===== config.mk =====
export PLATFORM = sky130hd
export DESIGN_NAME = pipe_stage_reg
export DESIGN_NICKNAME = d
export VERILOG_FILES = /design/src/rtl/pipe_stage_reg.sv
export SDC_FILE = /design/constraint.sdc
export NUM_CORES = 1
export LEC_CHECK = 0
export BUFFER_PORTS_ARGS = -buffer_cell sky130_fd_sc_hd__buf_4
export CORE_MARGIN = 10
export CORE_UTILIZATION = 45
export DETAILED_ROUTE_END_ITERATION = 6
export HOLD_SLACK_MARGIN = 0.1
export PLACE_DENSITY = 0.66
export SYNTH_ARGS = -nofsm -noshare
export SYNTH_HDL_FRONTEND = slang
export SYNTH_SLANG_ARGS = --single-unit
export TNS_END_PERCENT = 30

===== constraint.sdc =====
create_clock -name i_clk -period 2.77 [get_ports i_clk]
set_input_delay 0.554 -clock i_clk [delete_from_list [all_inputs] [get_ports i_clk]]
set_output_delay 0.554 -clock i_clk [all_outputs]
set_load 0.02 [all_outputs]

===== src/rtl/pipe_stage_reg.sv =====
`default_nettype none
// +----------------------------------------------------------------------------+
// | Module      : pipe_stage_reg                                               |
// | Description : Parametrised pipeline register with a valid/ready handshake  |
// |               and a 2-entry skid buffer. o_ready comes straight from a     |
// |               flop, so downstream backpressure never reaches upstream      |
// |               through combinational logic. A synchronous flush inserts a   |
// |               bubble, and o_data shows BUBBLE_VALUE whenever no valid      |
// |               payload is held.                                             |
// |               Optional macro PIPE_STAGE_REG_STALL_CNT_EN adds o_stall_cnt, |
// |               a 16-bit saturating count of stalled output cycles.          |
// | Revision    : 1.0 - initial release                                        |
// +----------------------------------------------------------------------------+
module pipe_stage_reg #(
  parameter int unsigned      WIDTH        = 96,
  parameter logic [WIDTH-1:0] BUBBLE_VALUE = {64'h0, 32'h00000013}
) (
  input  logic             i_clk,
  input  logic             i_rst_n,
  input  logic             i_flush,
  input  logic             i_valid,
  output logic             o_ready,
  input  logic [WIDTH-1:0] i_data,
  output logic             o_valid,
  input  logic             i_ready,
  output logic [WIDTH-1:0] o_data
`ifdef PIPE_STAGE_REG_STALL_CNT_EN
  ,
  output logic [15:0]      o_stall_cnt
`endif
);

  // The main entry drives the outputs. The skid entry holds one extra payload
  // that was accepted while the output was stalled.
  typedef enum logic [1:0] {
    ST_EMPTY = 2'd0,
    ST_FULL  = 2'd1,
    ST_SKID  = 2'd2
  } state_t;

  state_t           r_state;
  state_t           w_state_nxt;

  logic             r_main_v;
  logic             r_skid_v;
  logic [WIDTH-1:0] r_main_d;
  logic [WIDTH-1:0] r_skid_d;

  logic             w_in_xfer;
  logic             w_out_xfer;
  logic             w_main_ld_in;
  logic             w_main_ld_skid;
  logic             w_skid_ld;

  // The handshakes are qualified only by flopped flags.
  assign w_in_xfer  = i_valid & r_skid_v ? 1'b0 : i_valid;
  assign w_out_xfer = r_main_v & i_ready;

  // Each output is a direct flop value or a mux selected by a flop.
  assign o_valid = r_main_v;
  assign o_ready = ~r_skid_v;
  assign o_data  = r_main_v ? r_main_d : BUBBLE_VALUE;

  // Next-state and load-enable decode. Flush overrides every transition.
  always_comb begin
    w_state_nxt    = r_state;
    w_main_ld_in   = 1'b0;
    w_main_ld_skid = 1'b0;
    w_skid_ld      = 1'b0;
    case (r_state)
      ST_EMPTY: begin
        if (w_in_xfer) begin
          w_main_ld_in = 1'b1;
          w_state_nxt  = ST_FULL;
        end
      end
      ST_FULL: begin
        if (w_in_xfer && w_out_xfer) begin
          w_main_ld_in = 1'b1;
        end else if (w_in_xfer) begin
          w_skid_ld   = 1'b1;
          w_state_nxt = ST_SKID;
        end else if (w_out_xfer) begin
          w_state_nxt = ST_EMPTY;
        end
      end
      ST_SKID: begin
        if (w_out_xfer) begin
          w_main_ld_skid = 1'b1;
          w_state_nxt    = ST_FULL;
        end
      end
      default: begin
        w_state_nxt = ST_EMPTY;
      end
    endcase
    if (i_flush) begin
      w_state_nxt    = ST_EMPTY;
      w_main_ld_in   = 1'b0;
      w_main_ld_skid = 1'b0;
      w_skid_ld      = 1'b0;
    end
  end

  // State register. The valid flags are registered copies of the next-state
  // decode, so o_valid and o_ready have no logic after the flop.
  always_ff @(posedge i_clk or negedge i_rst_n) begin
    if (!i_rst_n) begin
      r_state  <= ST_EMPTY;
      r_main_v <= 1'b0;
      r_skid_v <= 1'b0;
    end else begin
      r_state  <= w_state_nxt;
      r_main_v <= (w_state_nxt != ST_EMPTY);
      r_skid_v <= (w_state_nxt == ST_SKID);
    end
  end

  // Payload storage. A flushed main entry is parked at the bubble encoding.
  always_ff @(posedge i_clk or negedge i_rst_n) begin
    if (!i_rst_n) begin
      r_main_d <= BUBBLE_VALUE;
      r_skid_d <= '0;
    end else begin
      if (i_flush) begin
        r_main_d <= BUBBLE_VALUE;
      end else if (w_main_ld_in) begin
        r_main_d <= i_data;
      end else if (w_main_ld_skid) begin
        r_main_d <= r_skid_d;
      end
      if (w_skid_ld) begin
        r_skid_d <= i_data;
      end
    end
  end

`ifdef PIPE_STAGE_REG_STALL_CNT_EN
  localparam logic [15:0] c_STALL_MAX = 16'hFFFF;

  logic [15:0] r_stall_cnt;

  // Count cycles where a valid payload waits on downstream; saturates.
  always_ff @(posedge i_clk or negedge i_rst_n) begin
    if (!i_rst_n) begin
      r_stall_cnt <= '0;
    end else if (i_flush) begin
      r_stall_cnt <= '0;
    end else if (r_main_v && !i_ready && (r_stall_cnt != c_STALL_MAX)) begin
      r_stall_cnt <= r_stall_cnt + 16'd1;
    end
  end

  assign o_stall_cnt = r_stall_cnt;
`endif

endmodule
`default_nettype wire


==> results.sh, run 1 <==
export IMPL_outcome="finished, final reports clean"
export IMPL_post_place_ws_ns=0.478
export IMPL_synth_simple_area_share=0.262
export IMPL_layoutNonFillerInstCount=1306
export IMPL_hold_worst_slack_ns=0.0898
export IMPL_p_sw_mw=2.36
export IMPL_gr_usage_all_layers=0.181
export IMPL_fillCellCount=1751
export IMPL_die_x_um=161
export IMPL_switching_share=0.288
export IMPL_final_util=0.574
export IMPL_r2r_start="o_valid"
export IMPL_setup_viol=0
export IMPL_irDropWorstVdd_v=0.000426
export IMPL_finalWirelength_um=23300
export IMPL_layout_common_cells="282 x nor2_1, 207 x buf_4, 192 x dfrtp_1"
export IMPL_crit_start="o_valid"
export IMPL_ctsHoldBuffers=0
export IMPL_synth_top_family_by_area="simple AND/OR/NAND/NOR gates"
export IMPL_cts_setup_buffers=0
export IMPL_cts_max_path_buffers=2
export IMPL_synth_compound_area_frac=0.0126
export IMPL_muxShareOfSynthArea=0.138
export IMPL_hpwl_um=15000
export IMPL_worstSetupEndpointType="register"
export IMPL_synth_top_area_share=0.540
export IMPL_grt_start_max_net_pins=101
export IMPL_synth_top_area_cell="dfrtp_1"
export IMPL_leakage_nw=5.58
export IMPL_ys_seq_area_frac=0.549
export IMPL_core_area_um2=19500
export IMPL_tritoncts="built"
export IMPL_maxCapViolCount=0
export IMPL_layout_drive_gt1_share=0.340
export IMPL_crit_type="register to register"
export IMPL_grt_overflow_total=0
export IMPL_finalCriticalPeriod_ns=2.21
export IMPL_routabilityCongestion=0.764
export IMPL_die_height_um=161
export IMPL_drtPass1Iterations=4
export IMPL_vias=6742
export IMPL_crit_slowest_cell="a22o_4"
export IMPL_clock_tree_root_cell="clkbuf_16"
export IMPL_power_density_nw_per_um2=732
export IMPL_initial_core_util=0.458
export IMPL_setup_tns_ns=0
export IMPL_rsz0062_at_grt="no"
export IMPL_cts_sinks=196
export IMPL_drcViolationCount=0
export IMPL_die_area_um2=25900
export IMPL_crit_chain="buf_4 > a21bo_2 > a22o_4 > buf_4 > nor2_1 > nor4_1"
export IMPL_pin_count=199
export IMPL_mostFrequentLayoutCell="nor2_1"
export IMPL_dpl_cell_count=1274
export IMPL_cpMostUsedCell="buf_4"
export IMPL_slew_viol_final=0
export IMPL_grt_pass1_wl_um=38600
export IMPL_yosys_top_cells_area="dfrtp_1 54%, nor2_1 12%, mux2_2 7.1%"
export IMPL_crit_path_max_incr_delay_ns=0.49
export IMPL_worstMarginPinSlew_ns=0.821
export IMPL_cts_resized=0
export IMPL_post_route_period_util=0.797
export IMPL_power_mw=8.21
export IMPL_ys_ff_latch=196
export IMPL_arrival_ns=2.52
export IMPL_cts_reportedPaths_clkPinSlew_ns=0.08
export IMPL_seq_power_share=0.492
export IMPL_rows=51
export IMPL_ant_nets=0
export IMPL_area_growth_pct=25.5
export IMPL_portBuffers=198
export IMPL_fin_nets=1129
export IMPL_wire_per_inst_um=17.9
export IMPL_p_clk_frac=0.286
export IMPL_intPower_mw=5.85
export IMPL_drt_iter0_drc=416
export IMPL_pwr_share_comb=0.222
export IMPL_syn_num_nets=960
export IMPL_cp_max_fo=50
export IMPL_fin_ws_ns=0.561
export IMPL_synth_xor_area_frac=0
export IMPL_clock_latency_ns=0.42
export IMPL_fin_skew_ns=0.00763
export IMPL_grt_pass1_vias=7205
export IMPL_worstPathRequired_ns=3.08
export IMPL_crit_path_start_kind="register"
export IMPL_hold_viol_final=0
export IMPL_postPlaceCellArea_um2=10700
export IMPL_hold_class="input pin to asynchronous set/reset pin"
export IMPL_synthCells=859
export IMPL_grt_antenna_before_repair=1
export IMPL_numCtsBuffers=17
export IMPL_cts_max_level=4
export IMPL_post_route_cell_area_um2=11200
export IMPL_routed_via_density=5.16
export IMPL_ys_warn_count=0
export IMPL_netlist_area_um2=8940
export IMPL_antenna_cells=0
export IMPL_relSlewSlack=0.452
export IMPL_synth_adder_area_share=0
export IMPL_fmax_mhz=453
export IMPL_synthDistinctLibCells=32
export IMPL_avgSynthCellArea_um2=10.4
-- cells by family (layout without fill, tap and decap cells) --
kind of cell / after synthesis / in the layout
flip-flops: 196 / 196
buffers and inverters: 67 / 249
AND/OR/NAND/NOR: 485 / 485
AO/OA/AOI/OAI: 15 / 15
multiplexers: 96 / 96
-- Yosys cell counts --
library cell / n
nor2_1: 282
dfrtp_1: 193
and2_1: 94
nor4_1: 93
mux2_2: 56
mux2_4: 40
clkbuf_1: 39
buf_2: 16
nand2b_1: 6
buf_1: 5
buf_12: 4
a21oi_1: 3
dfstp_2: 3
nand2_1: 3
a211oi_1: 2
inv_1: 2
o221ai_1: 2
o32a_1: 2
a21bo_2: 1
a22o_1: 1
a31oi_1: 1
buf_8: 1
nand2_2: 1
nand3_1: 1
nand4b_1: 1
nor2b_1: 1
nor3b_4: 1
o211ai_1: 1
o21ai_0: 1
o21bai_1: 1
or3_1: 1
or3b_2: 1
-- critical path: cells and delay by family (launching register included) --
family,cells,cell delay (ns)
buf+inv,2,0.64
compound gates,2,0.79
simple gates,2,0.29
flops,1,0.36
-- final timing paths --
kind	endpoint	slack [ns]	cells after the start
setup reg to reg	r_main_d[24]	0.56	6
min in group i_clk	r_skid_d[87]	0.37	2
hold reg to reg	r_skid_d[46]	0.51	1
setup / recovery	r_main_d[24]	0.56	6
max in group asynchronous	r_main_d[48]	1.89	2
hold / removal	r_main_d[88]	0.09	1
-- cell type report --
class                      instances  area [µm²]  area share
inverter                           2        7.51    0.000669
multi-input combinational        596        3700       0.330
sequential                       196        4910       0.438
tap                              265         332      0.0296
timing repair buffer             215        1710       0.152
clock inverter                    14         115      0.0103
clock buffer                      18         439      0.0392
-- sequential cells by signal, summed over array words and instances (netlist names) --
signal / count
r_state: 2
r_skid_v: 1
r_main_d: 96
r_skid_d: 96
o_valid: 1
-- layer usage --
layer,global-route usage,part of all wire
met5,0,0
met3,0.0601,0.070
met2,0.283,0.47
met1,0.243,0.46
met4,0.0306,0.0020
-- power by group through the flow --
stage	registers, mW	logic [mW]	clock network (mW)
floorplan	3.96	1.29	0
global placement	4.05	1.79	0
detailed placement	4.07	1.85	0
CTS	4.02	1.85	2.41
global route	4.13	2.02	2.53
finish	4.04	1.82	2.35
Note: power is estimated with default switching activity, not from simulation.
==> run 2: changes to the inputs <==
PLACE_DENSITY = 0.69   (was 0.66)
clock period = 1.8 ns   (was 2.77 ns; I/O delays follow)
==> run 2 against run 1 <==
Effect of this change:
- global-route usage up 0.43 points
- clock power up 75%
- utilization up 3.3 points
- die area unchanged
- register-to-register slack worse by 0.64 ns
- clock-buffer cell count up 2
- highest routed layer unchanged
- final cell count up 1.8%
- design area up 5.7%
- flip-flop and latch count unchanged
- the run now ends with design-rule violations, negative setup slack left
- largest cell class unchanged
==> results.sh, run 2 (synthesis results as in run 1) <==
export IMPL_worstMarginPinSlew_ns=0.521
export IMPL_vias=6968
export IMPL_die_x_um=161
export IMPL_postPlaceCellArea_um2=10900
export IMPL_initial_core_util=0.458
export IMPL_leakage_nw=5.87
export IMPL_arrival_ns=2.19
export IMPL_finalCriticalPeriod_ns=1.88
export IMPL_wire_per_inst_um=18.9
export IMPL_pin_count=199
export IMPL_layout_drive_gt1_share=0.369
export IMPL_crit_start="o_valid"
export IMPL_drcViolationCount=1
export IMPL_fillCellCount=1629
export IMPL_dpl_cell_count=1287
export IMPL_worst_r2r_endpoint="r_skid_d[40]"
export IMPL_rrSetupSlack_ns=-0.08
export IMPL_fin_nets=1152
export IMPL_portBuffers=198
export IMPL_fmax_mhz=533
export IMPL_critical_path_endpoint="r_skid_d[40]"
export IMPL_power_density_nw_per_um2=1130
export IMPL_drt_iter0_drc=312
export IMPL_outcome="finished, violations left"
export IMPL_post_place_ws_ns=0.00396
export IMPL_cp_max_fo=30
export IMPL_die_height_um=161
export IMPL_gr_usage_all_layers=0.185
export IMPL_clock_tree_root_cell="clkbuf_16"
export IMPL_mostFrequentLayoutCell="nor2_1"
export IMPL_final_util=0.607
export IMPL_layout_common_cells="282 x nor2_1, 203 x buf_4, 192 x dfrtp_1"
export IMPL_r2r_start="o_valid"
export IMPL_hold_class="input pin to register"
export IMPL_crit_path_start_kind="register"
export IMPL_cts_max_path_buffers=2
export IMPL_crit_path_max_incr_delay_ns=0.48
export IMPL_routed_via_density=5.24
export IMPL_finalWirelength_um=25100
export IMPL_maxCapViolCount=0
export IMPL_grt_start_max_net_pins=101
export IMPL_post_route_period_util=1.04
export IMPL_rows=51
export IMPL_worstSetupEndpointType="register"
export IMPL_crit_slowest_cell="dfrtp_2"
export IMPL_hpwl_um=15900
export IMPL_cp_top_family="simple AND/OR/NAND/NOR gates"
export IMPL_crit_type="register to register"
export IMPL_tritoncts="built"
export IMPL_grt_pass1_vias=7329
export IMPL_path_buf_inv=2
export IMPL_fin_ws_ns=-0.0771
export IMPL_violations="design-rule violations, negative setup slack"
export IMPL_layoutNonFillerInstCount=1329
export IMPL_area_growth_pct=32.6
export IMPL_fin_skew_ns=0.0103
export IMPL_relSlewSlack=0.652
export IMPL_die_area_um2=25900
export IMPL_grt_overflow_total=0
export IMPL_numCtsBuffers=17
export IMPL_post_route_cell_area_um2=11900
export IMPL_cts_max_level=4
export IMPL_crit_chain="buf_4 > and2_4 > or3_4 > buf_12 > mux2_2"
export IMPL_ant_nets=0
export IMPL_path_depth=5
export IMPL_slew_viol_final=0
export IMPL_routabilityCongestion=0.784
export IMPL_irDropWorstVdd_v=0.000643
export IMPL_clock_latency_ns=0.42
export IMPL_grt_pass1_wl_um=39300
export IMPL_cts_sinks=196
export IMPL_rsz0062_at_grt="yes"
export IMPL_setup_viol=104
export IMPL_reg_largest_list="r_main_d (96), r_skid_d (96), r_state (2)"
export IMPL_cts_reportedPaths_clkPinSlew_ns=0.07
export IMPL_worstPathRequired_ns=2.11
export IMPL_core_area_um2=19500
export IMPL_grt_antenna_before_repair=1
export IMPL_hold_viol_final=0
export IMPL_power_mw=13.4
export IMPL_drtPass1Iterations=6
export IMPL_worst_r2r_path_depth=5
run 2: cell count changes in the layout (fill, tap and decap cells not counted), sizes merged:
cell	delta
clkinv	-1
inv	-6
or3	+1
dlygate4sd3	+1
buf	+16
diode	+1
bufinv	+4
clkbuf	+7
run 2: area by class of cell:
cell class / count / area (µm²) / area share
Sequential cell: 196 / 4910 / 0.414
Multi-Input combinational cell: 597 / 3800 / 0.321
Timing Repair Buffer: 237 / 2160 / 0.182
Clock buffer: 20 / 467 / 0.0394
Tap cell: 265 / 332 / 0.0280
Clock inverter: 11 / 173 / 0.0146
Inverter: 2 / 7.51 / 0.000633
Antenna cell: 1 / 2.50 / 0.000211
run 2: repair_timing:
item	CTS	global route
pin swaps	0	1
setup buffers	1	0
gates cloned	1	7
endpoints found under the setup margin	77	210
endpoints found under the hold margin	43	0
gates resized for setup	7	20
hold buffers	1	0
run 2: stage by stage:
stage,setup TNS (ns),hold slack [ns]
after floorplan,-11.13,0.0644
after global placement,0,0.354
after detailed placement,0,0.350
after CTS,-5.25,0.156
after global routing,-12.40,0.156
final,-4.47,0.174
run 2: worst min path at each step:
stage | slack [ns] | cells after the start | to | start
floorplan | 0.06 | 0 | o_valid | i_rst_n
global placement | 0.35 | 1 | r_main_d[85] | i_rst_n
detailed placement | 0.35 | 1 | r_main_d[85] | i_rst_n
CTS | 0.16 | 2 | r_skid_d[33] | i_data[33]
global route | 0.16 | 2 | r_skid_d[25] | i_data[25]
finish | 0.17 | 2 | r_skid_d[29] | i_data[29]
run 2: worst register-to-register path: stages (launching register included):
cell and delay (ns):
dfrtp_2 0.48, buf_4 0.17, and2_4 0.14, or3_4 0.46
buf_12 0.21, mux2_2 0.32
run 2: power by group:
| group | internal (mW) | switching [mW] |
|---|---|---|
| Clock | 2.44 | 1.68 |
| Sequential | 5.59 | 0.641 |
| Combinational | 1.71 | 1.34 |
| Total | 9.75 | 3.65 |
run 2: routing by layer:
metal | part of all wire | vias to the layer above | GRT usage
li1 | - | 3264 | -
met1 | 0.44 | 3489 | 0.237
met2 | 0.48 | 199 | 0.300
met3 | 0.069 | 16 | 0.0634
met4 | 0.0087 | 0 | 0.0380
met5 | 0 | - | 0
